===== src/rtl/instr_fetch_issue.sv =====
`default_nettype none
// +----------------------------------------------------------------------------+
// | Module   : instr_fetch_issue                                               |
// | Brief    : PC holder, req/ack instruction fetch and valid/ready issue.     |
// |            Optional perf counters via `define IFETCH_PERF_COUNTERS_EN.     |
// | Revision : 1.0                                                             |
// +----------------------------------------------------------------------------+
module instr_fetch_issue #(
  parameter int                     SIZE       = 32,
  parameter int                     PC_WIDTH   = 16,
  parameter logic [PC_WIDTH-1:0]    RESET_PC   = '0,
  parameter logic [SIZE-1:0]        HALT_INSTR = '0
) (
  input  logic                clk,
  input  logic                rst_n,
  input  logic                start,
  output logic                mem_req,
  output logic [PC_WIDTH-1:0] mem_addr,
  input  logic                mem_ack,
  input  logic [SIZE-1:0]     mem_data,
  output logic                instr_valid,
  input  logic                instr_ready,
  output logic [SIZE-1:0]     instruction,
  output logic [PC_WIDTH-1:0] instr_pc,
  input  logic                redirect,
  input  logic [PC_WIDTH-1:0] redirect_pc,
`ifdef IFETCH_PERF_COUNTERS_EN
  output logic [31:0]         perf_issued,
  output logic [31:0]         perf_stall,
`endif
  output logic                halted
);

  localparam logic [PC_WIDTH-1:0] c_word_mask = ~PC_WIDTH'(3);
  localparam logic [PC_WIDTH-1:0] c_reset_pc  = RESET_PC & c_word_mask;

  typedef enum logic [1:0] {
    S_IDLE  = 2'd0,
    S_FETCH = 2'd1,
    S_ISSUE = 2'd2,
    S_HALT  = 2'd3
  } state_t;

  state_t              r_state;
  logic [PC_WIDTH-1:0] r_pc;
  logic                r_drop;

  logic [PC_WIDTH-1:0] w_redir_pc;
  logic [PC_WIDTH-1:0] w_pc_inc;

  assign w_redir_pc = redirect_pc & c_word_mask;
  assign w_pc_inc   = r_pc + PC_WIDTH'(4);

  always_ff @(posedge clk or negedge rst_n) begin
    if (!rst_n) begin
      r_state     <= S_IDLE;
      r_pc        <= c_reset_pc;
      r_drop      <= 1'b0;
      mem_req     <= 1'b0;
      mem_addr    <= c_reset_pc;
      instr_valid <= 1'b0;
      instruction <= '0;
      instr_pc    <= '0;
      halted      <= 1'b0;
    end else begin
      case (r_state)
        S_IDLE: begin
          if (redirect) r_pc <= w_redir_pc;
          if (start) begin
            r_state  <= S_FETCH;
            mem_req  <= 1'b1;
            mem_addr <= redirect ? w_redir_pc : r_pc;
          end
        end

        S_FETCH: begin
          if (!mem_req) begin
            // One idle cycle after a discarded response; launch the next request.
            mem_req  <= 1'b1;
            mem_addr <= redirect ? w_redir_pc : r_pc;
            if (redirect) r_pc <= w_redir_pc;
          end else if (mem_ack) begin
            mem_req <= 1'b0;
            if (r_drop || redirect) begin
              r_drop <= 1'b0;
              if (redirect) r_pc <= w_redir_pc;
            end else if (mem_data == HALT_INSTR) begin
              halted  <= 1'b1;
              r_state <= S_HALT;
            end else begin
              instruction <= mem_data;
              instr_pc    <= r_pc;
              r_pc        <= w_pc_inc;
              instr_valid <= 1'b1;
              r_state     <= S_ISSUE;
            end
          end else if (redirect) begin
            // Request stays in flight; its response will be thrown away.
            r_pc   <= w_redir_pc;
            r_drop <= 1'b1;
          end
        end

        S_ISSUE: begin
          if (redirect || instr_ready) begin
            instr_valid <= 1'b0;
            r_state     <= S_FETCH;
            mem_req     <= 1'b1;
            mem_addr    <= redirect ? w_redir_pc : r_pc;
            if (redirect) r_pc <= w_redir_pc;
          end
        end

        S_HALT: begin
          if (redirect) begin
            halted   <= 1'b0;
            r_pc     <= w_redir_pc;
            r_state  <= S_FETCH;
            mem_req  <= 1'b1;
            mem_addr <= w_redir_pc;
          end
        end

        default: r_state <= S_IDLE;
      endcase
    end
  end

`ifdef IFETCH_PERF_COUNTERS_EN
  logic w_stall;
  assign w_stall = ((r_state == S_FETCH) && !mem_ack) ||
                   ((r_state == S_ISSUE) && !instr_ready);

  always_ff @(posedge clk or negedge rst_n) begin
    if (!rst_n) begin
      perf_issued <= '0;
      perf_stall  <= '0;
    end else begin
      if (instr_valid && instr_ready && (perf_issued != 32'hFFFF_FFFF))
        perf_issued <= perf_issued + 32'd1;
      if (w_stall && (perf_stall != 32'hFFFF_FFFF))
        perf_stall <= perf_stall + 32'd1;
    end
  end
`endif

endmodule
`default_nettype wire

===== config.mk =====
export PLATFORM = sky130hd
export DESIGN_NAME = instr_fetch_issue
export DESIGN_NICKNAME = d
export VERILOG_FILES = /design/src/rtl/instr_fetch_issue.sv
export SDC_FILE = /design/constraint.sdc
export NUM_CORES = 1
export LEC_CHECK = 0
export ABC_CLOCK_PERIOD_IN_PS = 2490
export CAP_MARGIN = 10
export CELL_PAD_IN_SITES_DETAIL_PLACEMENT = 1
export CELL_PAD_IN_SITES_GLOBAL_PLACEMENT = 2
export CORE_ASPECT_RATIO = 1.75
export CORE_MARGIN = 1
export CORE_UTILIZATION = 30
export DETAILED_ROUTE_END_ITERATION = 16
export GPL_ROUTABILITY_DRIVEN = 0
export PLACE_DENSITY_LB_ADDON = 0.1
export SKIP_CTS_REPAIR_TIMING = 1
export SYNTH_ARGS = -nofsm -noshare
export SYNTH_HDL_FRONTEND = slang
export SYNTH_SLANG_ARGS = --single-unit

===== constraint.sdc =====
create_clock -name clk -period 2.49 [get_ports clk]
set_clock_uncertainty 0.15 [all_clocks]
set_input_delay 0.6225 -clock clk [delete_from_list [all_inputs] [get_ports clk]]
set_output_delay 0.6225 -clock clk [all_outputs]
set_load 0.02 [all_outputs]

### Word-level counts from Yosys, hierarchy flattened

Index checks and enable logic that the tools add are counted.
W data, S select, Z words.

* latch bits: 0
* memories kept: 0
* output and inout bits: 67
* ROM bits: 0
* word-level logic and storage cells: 81
* input bits: 54
* bits in registers: 86
* bits in writable memories: 0

* bitwise logic cells: 2
* reductions and logical operators: 16
* divide/modulo/power cells: 0
* multipliers: 0
* equality and inequality tests: 14
* multiplexer cells: 39
* shift-type cells: 0
* $add $sub $neg: 1
* order comparisons: 0

Operators by type and width (number)
* $mux W16: 9
* $pmux W16 S4: 1
* $pmux W16 S3: 1
* $logic_not A32 Y1: 1
* $mux W1: 18
* $ne A2 B2 Y1 const B: 9
* $reduce_and A6 Y1: 3
* $add A16 B3 Y16 const B: 1
* $mux W2: 6
* $pmux W2 S4: 1
* $reduce_and A4 Y1: 2
* $reduce_bool A2 Y1: 3
* $ne A5 B5 Y1 const B: 1
* $reduce_and A5 Y1: 1
* $eq A2 B2 Y1 const B: 2
* $pmux W1 S2: 2
* $pmux W1 S4: 1
* $reduce_and A3 Y1: 1
* $eq A2 B1 Y1 const B: 1
* $logic_not A2 Y1: 1
* $logic_or A1 B1 Y1: 2
* $ne A2 B1 Y1 const B: 1
* $not A1 Y1: 2
* $reduce_and A2 Y1: 1
* $reduce_or A2 Y1: 1

### Longest topological paths before layout

* word-level depth: 6
* gate-level depth with buffers: 9
* gate-level depth less buffers: 7

### Worst setup path after synthesis

No wires, ideal clock.

* kind: input -> register
* start: input mem_data[26]
* end: register instr_pc[0]
* path buffers: 2
* library setup time: 0.125 ns
* path slack: 0.265 ns
* required time: 2.215 ns
* arrival: 1.950 ns
* stages: 6
* cells stage by stage: nor4_1 nand4_1 o21bai_1 buf_6 buf_12 mux2_4

* longest elaborated chain between the ends: 3

RTL lines
* start: declaration: RTL line 20 `input logic [SIZE-1:0] mem_data,`
* $logic_not A32 Y1: RTL line 87 `end else if (mem_data == HALT_INSTR) begin`
* $not A1 Y1 (no source line)
* $reduce_and A5 Y1 (no source line)
* end signal: assignment: RTL line 92 `instr_pc <= r_pc;`
* end: declaration: RTL line 24 `output logic [PC_WIDTH-1:0] instr_pc,`

No other way between the ends.
A chain may end at the register's enable or synchronous reset.

### Final worst setup path

* start: input mem_ack
* end: register r_state[0]

* longest elaborated chain between the ends: 2

RTL lines
* start: declaration: RTL line 19 `input logic mem_ack,`
* $ne A2 B2 Y1 (no source line)
* $reduce_and A6 Y1 (no source line)
* end signal: assignment: RTL line 56 `r_state <= S_IDLE;`
* end signal: assignment: RTL line 70 `r_state <= S_FETCH;`
* end signal: assignment: RTL line 89 `r_state <= S_HALT;`
* end: declaration: RTL line 44 `state_t r_state;`

No other way between the ends.

==> impl_metrics.py <==
metrics = {
    "die": {
        "rows": 57,
        "start_util_pct": 30.6,
        "core_area_sq_um": 13800,
        "chipWidth_microns": 91.9,
        "fp.dieH_microns": 159,
        "die_area_sq_um": 14600,
        "io_pins": 121,
    },
    "logic_synthesis": {
        "ys_seq_elements": 86,
        "synth_warnings": 0,
        "seq_area_frac_synth_pct": 50.8,
        "synth_edf_count": 0,
        "async_reset_ff_share_pct": 100,
        "netlist_instances": 358,
        "synth_cell_types": 54,
        "syn-num-nets": 418,
        "yosys_most_used_dff": "dfrtp_1",
        "syn-cell-area_sq_um": 4240,
        "syn_area_per_cell_sq_um": 11.8,
    },
    "cts": {
        "clockBufferDepth": 2,
        "clock-root-buffer": "clkbuf_16",
        "cts_tree": "yes",
        "cts_max_level": 3,
        "clkTransAtPathRegs_ns": 0.07,
        "clk_latency_ns": 0.34,
        "cts_buffers": 9,
        "cts_sinks": 86,
    },
    "grt": {
        "track_usage_pct": 17.7,
        "grt_pass1_wl_microns": 20000,
        "grt_max_degree": 44,
        "antenna_found_initial": 0,
        "grt_pass1_vias": 3737,
        "grt-ovfl-total": 0,
    },
    "worst_setup_path": {
        "path_class": "primary input to flop",
        "crit_path_start_kind": "primary input",
        "cp_max_fo": 6,
        "end_kind": "flop",
        "regToRegSetupSlack_ns": 0.28,
        "r2r-start": "r_state[0]",
        "cp_data_arrival_time_ns": 2.52,
        "worstPathRequired_ns": 2.57,
        "r2r_cells": 8,
        "rr_endpoint": "r_pc[3]",
    },
    "sta": {
        "final_hold_viol_count": 8,
        "setup-tns-final_ns": 0,
        "period_share_pct": 97.8,
        "maxSlewHeadroom_pct": 68.5,
        "slew_violations": 0,
        "max_clock_freq_ghz": 0.411,
        "whs_ns": -0.00707,
        "tightestPinTransition_ns": 0.467,
        "period_minus_slack_ns": 2.44,
        "finalSetupViolations": 0,
    },
    "drt": {
        "dr.pass1.iters": 4,
        "remaining_drc_errors": 0,
        "drt_wl_total_microns": 12800,
        "drtIter0Drc": 84,
        "ant_nets": 0,
        "vias": 3468,
        "routedWlPerCell_microns": 18.1,
        "vias_per_cell": 4.89,
    },
    "finish": {
        "nFillCells": 1502,
        "fin_util_pct": 46.9,
        "drive_gt1_share_pct": 26.3,
        "stdcell_count": 709,
        "area_growth_pct": 53.2,
        "fin_nets": 587,
        "diodes": 0,
    },
    "placed_design": {
        "io_buffers": 118,
        "dpl.cell_count": 684,
        "hpwl_microns": 9390,
    },
    "power": {
        "powerDensity_nw_per_um2": 1100,
        "p_seq_share_pct": 32.7,
        "peakVddDrop_uv": 523,
        "leakage_nw": 3.11,
        "p_int_w": 0.00459,
        "power_switching_w": 0.00255,
        "combPwrFrac_pct": 48.3,
        "pwr-share-clk_pct": 19.0,
        "swShare_pct": 35.8,
    },
    "outcome": {
        "outcome": "complete, but fails checks",
        "violations": "hold timing",
    },
    "job": {
        "cap_violations": 0,
    },
    "worst_hold_path": {
        "hold_class": "primary input to async pin",
    },
}
[layout by cell type, fill, tap and decap left out, types with 2 or more instances in the layout]
master	Yosys	routed
mux2i_1	14	14
and4_1	2	2
buf_4	0	48
o211ai_1	3	3
dfrtp_1	86	86
dlymetal6s2s_1	0	28
clkdlybuf4s50_1	0	89
clkinvlp_4	0	2
mux2_2	6	6
a311oi_1	2	2
clkinv_2	0	2
nor4_2	0	8
inv_1	13	13
o22ai_1	2	2
buf_12	4	5
ha_1	6	6
nand2_1	32	32
o21ai_0	33	33
and2_1	2	2
buf_6	2	3
nor2_1	13	13
nor2b_1	5	5
nand4_1	7	7
clkbuf_16	0	12
a22oi_1	5	5
nor3_1	4	3
nor3_2	1	2
a2bb2oi_1	3	3
nor3b_1	2	2
a31oi_1	5	5
a21oi_1	11	11
and3_1	3	3
nor4_1	10	2
nand3_1	8	8
mux2_4	38	38
o22a_1	2	2
[cell usage after synthesis, drive strengths merged (6+ instances only)]
cell,instances,share of area [%]
ha,6,1.8
nand2,33,3.0
inv,13,1.2
nor2,14,1.3
nand3,9,1.2
mux2i,14,3.3
nand4,7,1.0
buf,12,3.1
o21ai,33,3.9
dfrtp,86,51
nor4,10,1.5
clkbuf,6,0.53
a21oi,12,1.5
mux2,44,15
[cells by family after synthesis]
group | count (synthesis) | synth area share, %
and+or+nand+nor | 98 | 12.2
muxes | 58 | 18.4
buffers and inverters | 31 | 4.78
adders and majority gates | 6 | 1.77
xor gates and xnor gates | 1 | 0.207
DFF | 86 | 50.8
AOI/OAI and AO/OA | 78 | 11.9
[state kept, by name (all words and copies together), names as in the netlist]
| name | cells |
|---|---|
| r_state | 2 |
| mem_addr | 16 |
| r_drop | 1 |
| mem_req | 1 |
| r_pc | 16 |
| halted | 1 |
| instruction | 32 |
| instr_pc | 16 |
| instr_valid | 1 |
[power groups by stage]
stage          Clock [W]  Sequential [W]  Combinational, W
2_1_floorplan          0         0.00291           0.00123
3_3_place_gp           0         0.00233           0.00336
3_5_place_dp           0         0.00236           0.00341
4_1_cts          0.00141         0.00234           0.00343
5_1_grt          0.00146         0.00241           0.00369
6_report         0.00136         0.00233           0.00345
[worst max path at each step]
stage / from / endpoint / slack [ns] / depth (start not counted)
2_1_floorplan: mem_data[26] / instr_pc[0] / 0.26 / 6
3_3_place_gp: mem_data[25] / r_pc[8] / -0.42 / 7
3_5_place_dp: mem_data[25] / r_pc[2] / -0.45 / 7
4_1_cts: mem_data[25] / r_pc[2] / -0.10 / 7
5_1_grt: mem_ack / r_state[0] / -0.005 / 9
6_report: mem_ack / r_state[0] / 0.05 / 9
[layer usage]
metal	vias to the layer above	GRT usage, %	wire length [microns]
met1	1723	20.0	5000
li1	1642	-	-
met5	-	0	0
met3	16	3.30	464
met2	87	31.8	7020
met4	0	7.81	329
[final cells by class]
| cell class | instances | area [sq um] | area share, % |
|---|---|---|---|
| Clock buffer | 9 | 225 | 3.47 |
| Clock inverter | 7 | 72.6 | 1.12 |
| Inverter | 13 | 48.8 | 0.752 |
| Multi-Input combinational cell | 241 | 1960 | 30.2 |
| Sequential cell | 86 | 2150 | 33.1 |
| Tap cell | 177 | 221 | 3.41 |
| Timing Repair Buffer | 176 | 1810 | 27.9 |
[worst max-delay path, cell delays in order]
cell and delay [ns]:
clkdlybuf4s50_1 0.53, and4bb_1 0.24, nand2_2 0.11, buf_4 0.15, o21bai_4 0.20, clkbuf_16 0.16, buf_4 0.16, buf_4 0.14
o22a_1 0.20
[metrics by stage]
step,setup WS [ns],power (W),area (sq um)
2_1_floorplan,0.265,0.00414,4240
3_3_place_gp,-0.420,0.00569,5930
3_5_place_dp,-0.449,0.00577,5930
4_1_cts,-0.103,0.00718,6230
5_1_grt,-0.00479,0.00755,6490
6_report,0.0549,0.00714,6490
Power figures use the tool's default switching activity.
